## src/rtl/key_pkg.sv

```systemverilog
// Shared widths and FSM state encodings for the front-panel key encoder.
package key_pkg;

  localparam int KEY_W  = 8;
  localparam int CODE_W = 3;

  // Encoding 2'd3 is never produced; the FSM decodes it as IDLE.
  typedef enum logic [1:0] {
    ST_IDLE         = 2'd0,
    ST_REPORT       = 2'd1,
    ST_WAIT_RELEASE = 2'd2
  } state_t;

endpackage

```

## src/rtl/prio_enc_8.sv

```systemverilog
// Combinational 8-to-3 priority encoder: highest set bit wins, zero input gives code 0.
module prio_enc_8
  import key_pkg::*;
(
  input  logic [KEY_W-1:0]  i_stable,
  output logic [CODE_W-1:0] o_code,
  output logic              o_any
);

  always_comb begin
    o_code = '0;
    for (int i = 0; i < KEY_W; i++) begin
      if (i_stable[i]) o_code = CODE_W'(i);
    end
  end

  assign o_any = |i_stable;

endmodule

```

## src/rtl/key_encoder_8.sv

```systemverilog
// Key encoder: 2-flop sync, debounce, priority encode, one report per press via valid/ack.
// Handshake: valid rises with code frozen and stays high until ack is sampled high with
// valid=1; ack while valid=0 is ignored, and enable=0 overrides everything.
module key_encoder_8
  import key_pkg::*;
#(
  parameter int DEBOUNCE_CYCLES = 4
)(
  input  logic              clk,
  input  logic              rst_n,
  input  logic [KEY_W-1:0]  keys,
  input  logic              enable,
  input  logic              ack,
  output logic [CODE_W-1:0] code,
  output logic              valid,
  output logic              busy,
  output logic [1:0]        dbg_state
);

  localparam int CNT_W = $clog2(DEBOUNCE_CYCLES + 1);
  localparam logic [CNT_W-1:0] CNT_MAX = CNT_W'(DEBOUNCE_CYCLES);

  logic [KEY_W-1:0]  r_sync1;
  logic [KEY_W-1:0]  r_sync2;
  logic [CNT_W-1:0]  r_cnt;
  logic [KEY_W-1:0]  r_stable;
  state_t            r_state;
  logic [CODE_W-1:0] r_code;
  logic              r_valid;

  logic              w_change;
  logic [CNT_W-1:0]  w_cnt_next;
  logic [CODE_W-1:0] w_enc_code;
  logic              w_any;
  state_t            w_state_next;
  logic [CODE_W-1:0] w_code_next;
  logic              w_valid_next;

  // sync1 != sync2 means sync2 is about to change on this edge.
  assign w_change = (r_sync1 != r_sync2);

  always_comb begin
    w_cnt_next = r_cnt;
    if (w_change)            w_cnt_next = '0;
    else if (r_cnt != CNT_MAX) w_cnt_next = r_cnt + 1'b1;
  end

  always_ff @(posedge clk or negedge rst_n) begin
    if (!rst_n) begin
      r_sync1  <= '0;
      r_sync2  <= '0;
      r_cnt    <= '0;
      r_stable <= '0;
    end else begin
      r_sync1 <= keys;
      r_sync2 <= r_sync1;
      r_cnt   <= w_cnt_next;
      if (w_cnt_next == CNT_MAX) r_stable <= r_sync2;
    end
  end

  prio_enc_8 u_prio_enc (
    .i_stable (r_stable),
    .o_code   (w_enc_code),
    .o_any    (w_any)
  );

  always_ff @(posedge clk or negedge rst_n) begin
    if (!rst_n) begin
      r_state <= ST_IDLE;
      r_code  <= '0;
      r_valid <= 1'b0;
    end else begin
      r_state <= w_state_next;
      r_code  <= w_code_next;
      r_valid <= w_valid_next;
    end
  end

  always_comb begin
    w_state_next = r_state;
    w_code_next  = r_code;
    w_valid_next = r_valid;
    if (!enable) begin
      w_state_next = ST_IDLE;
      w_code_next  = '0;
      w_valid_next = 1'b0;
    end else begin
      case (r_state)
        ST_REPORT: begin
          if (ack) begin
            w_valid_next = 1'b0;
            w_state_next = ST_WAIT_RELEASE;
          end
        end
        ST_WAIT_RELEASE: begin
          if (!w_any) w_state_next = ST_IDLE;
        end
        default: begin
          w_state_next = ST_IDLE;
          if (w_any) begin
            w_state_next = ST_REPORT;
            w_code_next  = w_enc_code;
            w_valid_next = 1'b1;
          end
        end
      endcase
    end
  end

  assign code      = r_code;
  assign valid     = r_valid;
  assign busy      = (r_state == ST_REPORT) || (r_state == ST_WAIT_RELEASE);
  assign dbg_state = r_state;

endmodule

```

## config.mk

```make
export PLATFORM = sky130hd
export DESIGN_NAME = key_encoder_8
export DESIGN_NICKNAME = d
export VERILOG_FILES = /design/src/rtl/key_pkg.sv /design/src/rtl/prio_enc_8.sv /design/src/rtl/key_encoder_8.sv
export SDC_FILE = /design/constraint.sdc
export NUM_CORES = 1
export LEC_CHECK = 0
export ABC_AREA = 1
export BUFFER_PORTS_ARGS = -buffer_cell sky130_fd_sc_hd__buf_2
export CORE_UTILIZATION = 50
export CTS_BUF_LIST = sky130_fd_sc_hd__clkbuf_4 sky130_fd_sc_hd__clkbuf_8
export DETAILED_ROUTE_END_ITERATION = 16
export PLACE_DENSITY = 0.73
export SYNTH_ARGS = -nofsm -noshare
export SYNTH_HDL_FRONTEND = slang
export SYNTH_SLANG_ARGS = --single-unit
export TNS_END_PERCENT = 50
```

## constraint.sdc

```tcl
create_clock -name clk -period 1.35 [get_ports clk]
set_clock_uncertainty 0.05 [all_clocks]
set_input_delay 0.0675 -clock clk [delete_from_list [all_inputs] [get_ports clk]]
set_output_delay 0.0675 -clock clk [all_outputs]
set_load 0.01 [all_outputs]
```

==> results.md, run 1 <==
* Worst-margin pin slew at 0.3768 ns
* Gpl congestion at 0.7882
* Die X at 57.80 um
* Max Root-Sink Buffers at 2
* Final setup viols at 9
* Syn Inst Count at 176
* Initial antenna violation count at 0
* Overall Power at 1.731 mW
* WL/cell at 11.59 um
* Layout cells sized above 1 at 0.3200
* Max-cap violation count at 0
* Die Ht at 57.80 um
* Register area at 828.3 um2
* Critical path endpoint category: flip-flop
* Multi-input logic area at 715.7 um2
* Final min period at 1.451 ns
* #FFs+latches synth at 33
* Antenna-violating nets left at 0
* Clock latency on the worst-skew pair at 0.33 ns
* Yosys warning count at 0
* Final-report hold violation count at 0
* Internal Power at 1.341 mW
* VDD IR max at 0.7150 mV
* Core area at 2853 um2
* Initial Utilization at 0.5456
* Nets at 241
* Unique masters post-synth at 22
* Psw at 390.3 uW
* Synthesized area at 1556 um2
* Setup_tns at -0.6246 ns
* Crit path from: r_cnt[0]
* Placed cell areas at 1788 um2
* Vias in the first global route at 1,274
* Post-synthesis sequential area ratio at 0.5305
* Combinational power share at 0.078
* Largest net degree at the start of global routing at 19
* CP max FO at 8
* Slew Limit Fails at 0
* Tot GR Track Use at 0.2092
* CTS H-tree lvls at 2
* First-pass GRT wire length at 5147 um
* Final Cycle Share at 1.075
* Register share of total power at 0.597
* Clk sink count at 33
* Share of the synthesized area in the top cell type at 0.5305
* Clock Power Share at 0.325
* Status: complete, but fails checks
* Worst EP required at 1.52 ns
* Detailed placer's ending HPWL at 2093 um
* Yosys top cell by area: dfrtp_1
* Layout fillers at 210
* Tightest Hold Check Type: in2async
* R2R Setup Slk at -0.10 ns
* Crit start category: flip-flop
* Final wirelength at 2967 um
* Clock transition at the registers of the reported paths at 0.09 ns
* # port buffers at 18
* RR Startpoint: r_cnt[0]
* DRC errors left at 2
* Sw Ratio at 0.2254
* # IOs at 19
* Vias per Instance at 4.996
* DR vias at 1,279
* Area Growth Syn to Fin at 33.84%
* Leakage at 1.140 nW
* CTS root buffer: clkbuf_4
* Worst slew margin relative to its limit at 0.7488
* Drt pass-1 iters at 11
* Synth Net Count at 192
* Mean post-synth cell area at 8.844 um2
* Die ar. at 3340 um2
* Unrepaired setup endpoints after global routing: true
* Row count at 19
* Post-route cell area at 2083 um2
* Worst EP arrival at 1.62 ns
* P per Cell Area at 831.1 nW/um2
* Congestion Overflow GR at 0
* Failing checks: DRC, setup timing
* Crit Path Class: reg2reg
* F_max at 689.3 MHz
* Iter 0 DRT Violations at 44
* Total CTS buffers at 5
* Setup WS post-layout at -0.1008 ns
* CTS tree: built
* Top post-synthesis cells by area: dfrtp_1, nand2_1, inv_1
* ANT cells at 0
-- metrics by stage --
| step | instances | worst slack (ns) | hold WS (ns) | utilization |
|---|---|---|---|---|
| after floorplan | 176 | -0.04357 | -0.2781 | - |
| after global placement | 233 | -0.06058 | -0.04858 | 0.6268 |
| after detailed placement | 233 | -0.1688 | -0.04104 | 0.6268 |
| after CTS | 254 | -0.1037 | 0.1358 | 0.7031 |
| after global routing | 256 | -0.1956 | 0.1554 | 0.7303 |
| final | 256 | -0.1008 | 0.1316 | 0.7303 |
-- cell families (layout without fill, tap and decap cells) --
logic type,after synthesis,in the layout,share of synthesized area
xor+xnor,2,2,0.01126
fa+ha+maj,4,4,0.03216
buf+inv,33,81,0.08120
compound gates,12,12,0.04743
simple gates,92,93,0.2974
flops,33,33,0.5305
-- path summary, 6_finish.rpt --
check | cells past startpoint | endpoint
worst max-delay path | 6 | r_stable[4]
worst min-delay path | 2 | r_cnt[2]
worst max register to register | 6 | r_stable[4]
worst min register to register | 0 | r_sync2[1]
max in group asynchronous | 3 | dbg_state[0]
min in group clk | 2 | r_sync1[5]
-- per-layer routing --
layer	vias to the layer above	wire length (um)	track usage
li1	644	-	-
met1	588	1209	0.2320
met2	37	1546	0.3605
met3	10	124	0.04688
met4	0	86	0.1395
met5	-	0	0
-- cell usage in the layout (no fill, tap or decap), types with 2 or more instances in the layout --
cell type	count
nand2_1	56
dfrtp_1	31
inv_1	28
buf_2	18
dlygate4sd3_1	11
buf_4	10
nand4_1	8
nand2_2	6
clkbuf_4	6
inv_2	4
nor2_2	4
nand3_1	4
o21ai_0	4
nand2_4	3
nor2_1	3
a21oi_1	3
ha_4	3
nand3_2	2
nor2_4	2
nor2_8	2
a21oi_2	2
nor3_1	2
dfrtp_2	2
buf_12	2
-- power by group through the flow --
| stage | Clock (mW) | Combinational (mW) | Sequential (mW) |
|---|---|---|---|
| global placement | 0 | 0.105 | 1.05 |
| CTS | 0.585 | 0.135 | 1.03 |
| global route | 0.617 | 0.152 | 1.04 |
| finish | 0.563 | 0.136 | 1.03 |
| floorplan | 0 | 0.0569 | 1.05 |
| detailed placement | 0 | 0.110 | 1.05 |
-- synth_stat cells --
library cell and n:
nand2_1 59, dfrtp_1 33, inv_1 32, nand4_1 8, nand3_1 6, nor2_1 5, ha_1 4, o21ai_0 4
a21oi_1 3, nand2_2 3, nor2_2 3, a21oi_2 2, nand2_4 2, nor2_8 2, nor3_1 2, xnor2_1 2
inv_4 1, nand4_4 1, nor2_4 1, o21a_1 1, o21bai_1 1, o22ai_1 1
-- area by class of cell --
class | instances | area share
well taps | 31 | 0.01862
inverters | 33 | 0.06066
repair buffers | 41 | 0.1514
clock buffers | 7 | 0.02823
multi-input cells | 111 | 0.3435
flip-flops and latches | 33 | 0.3976
-- registers in the layout (all words and copies together) (netlist names) --
signal / flops
code: 3
dbg_state: 2
r_cnt: 3
r_stable: 8
r_sync1: 8
r_sync2: 8
valid: 1
-- repair_timing --
action / CTS / global route
cloned: 1 / 0
setup endpoints to repair: 9 / 18
pin swaps: 9 / 10
buffers inserted: 2 / 2
hold endpoints to repair: 45 / 0
hold buffers: 11 / 0
resized for setup: 7 / 15
-- worst max-delay path, stage by stage, from the launching register on --
cell,delay (ns)
dfrtp_1,0.42
ha_2,0.23
xnor2_4,0.14
nand2_2,0.15
nand4_4,0.17
nand2_1,0.12
nand2_1,0.06
No activity file was read; power rests on OpenSTA's default activity.
==> run 2: changes to the inputs <==
SYNTH_HIERARCHICAL = 1   (was default)
==> run 2 against run 1 <==
  * The run ends with setup timing left
  * Cell count increased by 2.0%
  * Non-clock buffer count decreased by 4
  * Fmax decreased by 1.1%
  * Area after synthesis decreased by 0.16%
  * Total power increased by 1.5%
  * Design area decreased by 5.2%
  * Clock power increased by 3%
  * Combinational power about the same
  * Largest cell class unchanged
  * Largest power group unchanged
==> results.md, run 2 <==
* Tot GR Track Use at 0.2055 (-0.003671)
* Share of the synthesized area in the top cell type at 0.5314 (+0.0008543)
* Leading cell type in the layout, fill and taps excluded: nand2_1
* DRC errors left at 0 (-2)
* # IOs at 19 (unchanged)
* Total CTS buffers at 5 (unchanged)
* Core area at 2853 um2 (unchanged)
* Critical path endpoint category: flip-flop
* Worst-margin pin slew at 0.4134 ns (+0.03657 ns)
* Final wirelength at 2860 um (-3.6%)
* Layout fillers at 228 (+8.6%)
* Final core occ at 0.6921 (-0.03816)
* Drt pass-1 iters at 4 (-7)
* HP Start: enable
* Worst EP required at 1.53 ns (about the same)
* Setup_tns at -0.9353 ns (-0.3107 ns)
* Initial Utilization at 0.5447 (-0.0008774)
* Synthesized area at 1554 um2 (-0.16%)
* Status: complete, but fails checks
* Congestion Overflow GR at 0 (unchanged)
* Detailed placer's ending HPWL at 2073 um (-0.95%)
* Crit start category: flip-flop
* Iter 0 DRT Violations at 36 (-18%)
* Antenna-violating nets left at 0 (unchanged)
* Nets at 246 (+2.1%)
* P per Cell Area at 890.0 nW/um2 (+7.1%)
* Yosys warning count at 6 (+6)
* Unique masters post-synth at 24 (+9.1%)
* Max-cap violation count at 0 (unchanged)
* Post-synth ARST share at 1.000 (unchanged)
* Initial antenna violation count at 0 (unchanged)
* Gpl congestion at 0.7497 (-4.9%)
* Clock latency on the worst-skew pair at 0.34 ns (about the same)
* Vias in the first global route at 1,218 (-4.4%)
* Post-synth top cells: nand2_1, inv_1, dfrtp_1
* Post-synth EDFFs at 0 (unchanged)
* CTS tree: built
* Die X at 57.75 um (about the same)
* Vias per Instance at 4.782 (-4.3%)
* Layout cells sized above 1 at 0.2783 (-0.04174)
* Registers with the most flip-flops: r_stable x8, r_sync1 x8, r_sync2 x8
* Tightest Hold Check Type: in2reg
* VDD IR max at 0.8053 mV (+13%)
* Die ar. at 3335 um2 (-0.16%)
* Area Growth Syn to Fin at 27.05%
* Die Ht at 57.75 um (about the same)
* First-pass GRT wire length at 5030 um (-2.3%)
* Hold slack at 0.02852 ns (-0.1031 ns)
* Worst EP arrival at 1.65 ns (+0.03 ns)
* Yosys top cell by area: dfrtp_1
* Largest net degree at the start of global routing at 34 (+15)
* F_max at 682.0 MHz (-1.1%)
* Final Cycle Share at 1.086 (+0.01144)
* Clock transition at the registers of the reported paths at 0.10 ns (about the same)
* Post-synthesis sequential area ratio at 0.5314 (+0.0008543)
* Max Root-Sink Buffers at 2 (unchanged)
* Slew Limit Fails at 0 (unchanged)
* WL/cell at 10.96 um (-5.5%)
* Final-report hold violation count at 0 (unchanged)
* Top post-synthesis cells by area: dfrtp_1, nand2_1, inv_1
* Final min period at 1.466 ns (+0.01545 ns)
* Syn Inst Count at 187 (+6.3%)
* CTS H-tree lvls at 2 (unchanged)
* Row count at 19 (unchanged)
* DR vias at 1,248 (-2.4%)
* Unrepaired setup endpoints after global routing: true
* Crit Path Class: reg2reg
* Most frequent cells in the layout: nand2_1, dfrtp_1, inv_1
* Prevailing post-synth register cell: dfrtp_1
* Worst slew margin relative to its limit at 0.7244 (-0.02438)
* CP max FO at 8 (unchanged)
* Failing checks: setup timing
* Leakage at 1.053 nW (-7.6%)
* Crit path from: r_sync2[0]
* CTS root buffer: clkbuf_4
* Synth Net Count at 203 (+5.7%)
* Top-count cell post-synth: nand2_1
* #FFs+latches synth at 33 (unchanged)
* Final setup viols at 11 (+2)
* Clk sink count at 33 (unchanged)
* # port buffers at 18 (unchanged)
* ANT cells at 0 (unchanged)
* RR Startpoint: r_sync2[0]
* Setup WS post-layout at -0.1163 ns (-0.01545 ns)
* Mean post-synth cell area at 8.310 um2 (-6.0%)
==> run 2: cell count changes after synthesis, moves of 3 or more <==
cell     before  now
nor2_1        5   14
nand4_1       8    0
nand3_1       6   12
inv_1        32   35
inv_2         0    3
==> run 2: area by class of cell <==
type                       count  area, um2  area share
inverter                      40      152.6     0.07731
multi-input combinational    113      636.9      0.3226
clock buffer                   7      58.81     0.02978
tap                           31      38.79     0.01965
timing repair buffer          37      261.5      0.1324
sequential                    33      825.8      0.4183
==> run 2: worst max-delay path, cell delays in order (launching register included) <==
cell and delay [ns]:
dfrtp_1 0.42, nor2_2 0.14, nor2_1 0.06, nor2_1 0.09, nand2_1 0.11, nor2_4 0.17, nand4_4 0.16, nand2_1 0.11
nand2_1 0.06
==> run 2: logic make-up (layout without fill, tap and decap cells) <==
kind of cell,Yosys count,count (layout),share of synthesized area
simple gates,94,94,0.2665
buf+inv,41,84,0.09984
flops,33,33,0.5314
compound gates,13,13,0.05395
fa+ha+maj,4,4,0.03221
xor+xnor,2,2,0.01611
==> run 2: what timing repair did <==
| action | CTS | global route |
|---|---|---|
| setup buffers | 0 | 0 |
| setup endpoints to repair | 15 | 17 |
| hold buffers | 9 | 0 |
| pin swaps | 6 | 3 |
| endpoints found under the hold margin | 41 | 0 |
| gates resized for setup | 7 | 10 |
==> run 2: worst paths after layout <==
| path | end | slack, ns | cells after the start |
|---|---|---|---|
| min in group asynchronous | r_sync1[5] | 0.22 | 3 |
| hold reg to reg | r_sync2[4] | 0.36 | 0 |
| setup reg to reg | r_stable[6] | -0.12 | 8 |
| setup / recovery | r_stable[6] | -0.12 | 8 |
| hold / removal | code[0] | 0.03 | 3 |
| max in group asynchronous | r_sync1[7] | 0.73 | 3 |
==> run 2: per-layer routing <==
metal,up-vias,part of all wire,wire length (um),global-route usage
met1,582,0.45,1299,0.2489
met2,16,0.49,1414,0.3472
met5,-,0,0,0
met3,6,0.034,98,0.06696
li1,644,-,-,-
met4,0,0.017,48,0.07143
==> run 2: per-stage QoR <==
| step | instances | total power, mW | setup WS [ns] | area [um2] |
|---|---|---|---|---|
| 6_report | 261 | 1.757 | -0.1163 | 1974 |
| 2_1_floorplan | 187 | 1.117 | -0.07471 | 1570 |
| 3_5_place_dp | 245 | 1.175 | -0.1742 | 1769 |
| 5_1_grt | 261 | 1.827 | -0.2646 | 1974 |
| 3_3_place_gp | 245 | 1.169 | -0.07742 | 1769 |
| 4_1_cts | 261 | 1.771 | -0.1417 | 1937 |
==> run 2: power by group <==
part / leakage [nW] / switching [mW] / total (mW) / internal (mW)
Clock: 0.0348 / 0.316 / 0.581 / 0.266
Sequential: 0.422 / 0.0228 / 1.04 / 1.02
Combinational: 0.596 / 0.0744 / 0.138 / 0.0637
==> run 3: changes to the inputs <==
==> constraint.sdc (replaced) <==
create_clock -name clk -period 1.35 [get_ports clk]
set_clock_uncertainty 0.05 [all_clocks]
set_input_delay 0.2025 -clock clk [delete_from_list [all_inputs] [get_ports clk]]
set_output_delay 0.2025 -clock clk [all_outputs]
set_load 0.01 [all_outputs]
==> run 3 against run 2 <==
  * The run still ends with setup timing left
  * Sequential share of layout area is 0.60 points lower
  * Core utilization increased by 1.0 points
  * Register-to-register slack lost 0.02 ns
  * First-iteration DRC count stayed put
  * Design area grew 1.5%
  * Count of clock-buffer cells in the layout stayed put
  * Flip-flop and latch count is the same
  * Largest power group unchanged
==> results.md, run 3 (synthesis results as in run 2) <==
* Status: complete, but fails checks
* Failing checks: setup timing
* VDD IR max at 0.7853 mV (-2.5%)
* WL/cell at 11.02 um (+0.56%)
* Worst-margin pin slew at 0.3983 ns (-0.01515 ns)
* Core area at 2853 um2 (unchanged)
* Layout fillers at 222 (-2.6%)
* Iter 0 DRT Violations at 36 (unchanged)
* Max-cap violation count at 0 (unchanged)
* Detailed placer's ending HPWL at 2073 um (unchanged)
* Dpl cells at 245 (unchanged)
* Worst EP required at 1.52 ns (about the same)
* Gpl congestion at 0.7497 (unchanged)
* CP max FO at 8 (unchanged)
* Max Root-Sink Buffers at 2 (unchanged)
* Initial antenna violation count at 0 (unchanged)
* Die X at 57.75 um (unchanged)
* Clk sink count at 33 (unchanged)
* Slew Limit Fails at 0 (unchanged)
* CTS tree: built
* # IOs at 19 (unchanged)
* Crit Path Class: reg2reg
* CTS root buffer: clkbuf_4
* Drt pass-1 iters at 5 (+1)
* Initial Utilization at 0.5447 (unchanged)
* Tot GR Track Use at 0.2108 (+0.005294)
* Final setup viols at 12 (+1)
* Tightest Hold Check Type: in2reg
* Final core occ at 0.7022 (+0.01009)
* Leakage at 1.070 nW (+1.6%)
* Most frequent cells in the layout: nand2_1, dfrtp_1, inv_1
* Row count at 19 (unchanged)
* Setup WS post-layout at -0.1325 ns (-0.01621 ns)
* Critical path endpoint category: flip-flop
* Unrepaired setup endpoints after global routing: true
* Final-report hold violation count at 0 (unchanged)
* Vias in the first global route at 1,231 (+1.1%)
* Clock latency on the worst-skew pair at 0.33 ns (about the same)
* DR vias at 1,271 (+1.8%)
* DRC errors left at 0 (unchanged)
* Worst EP arrival at 1.65 ns (about the same)
* Worst slew margin relative to its limit at 0.7345 (+0.01010)
* R2R Setup Slk at -0.13 ns (-0.02 ns)
* Multi-input logic area at 643.1 um2 (+0.98%)
* Register area at 825.8 um2 (unchanged)
* Die ar. at 3335 um2 (unchanged)
* Hold slack at 0.1758 ns (+0.1473 ns)
* Leading cell type in the layout, fill and taps excluded: nand2_1
* Antenna-violating nets left at 0 (unchanged)
* Final wirelength at 2909 um (+1.7%)
* Placed cell areas at 1769 um2 (unchanged)
* Clock transition at the registers of the reported paths at 0.09 ns (about the same)
* Layout cells sized above 1 at 0.2918 (+0.01358)
* # port buffers at 18 (unchanged)
* Area Growth Syn to Fin at 28.90%
* Registers with the most flip-flops: r_stable x8, r_sync1 x8, r_sync2 x8
* Largest net degree at the start of global routing at 34 (unchanged)
* ANT cells at 0 (unchanged)
* P per Cell Area at 874.2 nW/um2 (-1.8%)
* Final min period at 1.482 ns (+0.01621 ns)
* Total CTS buffers at 5 (unchanged)
* Congestion Overflow GR at 0 (unchanged)
* Die Ht at 57.75 um (unchanged)
* Post-route cell area at 2003 um2 (+1.5%)
* First-pass GRT wire length at 5168 um (+2.7%)
* Nets at 249 (+1.2%)
* CTS H-tree lvls at 2 (unchanged)
* Final Cycle Share at 1.098 (+0.01201)
* Vias per Instance at 4.814 (+0.69%)
* Final cell count without fillers at 264 (+1.1%)
* F_max at 674.5 MHz (-1.1%)
* Crit start category: flip-flop
## run 3: cell types whose count changed in the layout (fill, tap and decap cells not counted), sizes merged
cell | previous run | this run
buf | 28 | 31
## run 3: stage by stage
stage	worst slack [ns]	power, mW	TNS [ns]
detailed placement	-0.1742	1.175	-1.412
floorplan	-0.07471	1.117	-0.5977
global route	-0.2644	1.827	-2.693
global placement	-0.07742	1.169	-0.6220
finish	-0.1325	1.751	-1.238
CTS	-0.1417	1.771	-1.289
## run 3: path summary, 6_finish.rpt
| check | from | cells after the start | endpoint |
|---|---|---|---|
| max | r_sync2[0] | 8 | r_stable[6] |
| min | enable | 3 | code[0] |
| max in group asynchronous | rst_n | 3 | r_sync1[6] |
| max reg2reg | r_sync2[0] | 8 | r_stable[6] |
| min reg2reg | r_sync1[2] | 0 | r_sync2[2] |
| min in group asynchronous | rst_n | 3 | r_sync1[1] |
## run 3: cell type report
cell class,instances,area share
clock buffer,7,0.02936
sequential,33,0.4122
tap,31,0.01936
timing repair buffer,40,0.1418
multi-input combinational,113,0.3210
inverter,40,0.07620
## run 3: worst max-delay path, stage by stage, from the launching register on
cell     delay (ns)
dfrtp_1        0.42
nor2_2         0.14
nor2_1         0.06
nor2_1         0.09
nand2_1        0.11
nor2_4         0.17
nand4_4        0.16
nand2_1        0.11
nand2_1        0.06
## run 3: repair_timing
action                                 in CTS  in global routing
resized for setup                           8                 10
setup endpoints to repair                  15                 17
buffers inserted                            2                  1
endpoints found under the hold margin      41                  0
pin swaps                                   7                  3
hold buffers                                9                  0
## run 3: metal layers
metal | vias to the layer above | global-route usage | share of wire
li1 | 647 | - | -
met1 | 594 | 0.2519 | 0.44
met2 | 24 | 0.3621 | 0.50
met3 | 6 | 0.06696 | 0.037
met4 | 0 | 0.07143 | 0.014
met5 | - | 0 | 0
## run 3: power by group
part / internal, mW / switching, mW / leakage, nW / total, mW
sequential: 1.01 / 0.0230 / 0.422 / 1.04
clock: 0.266 / 0.310 / 0.0348 / 0.575
combinational: 0.0636 / 0.0742 / 0.613 / 0.138
total: 1.34 / 0.407 / 1.07 / 1.75
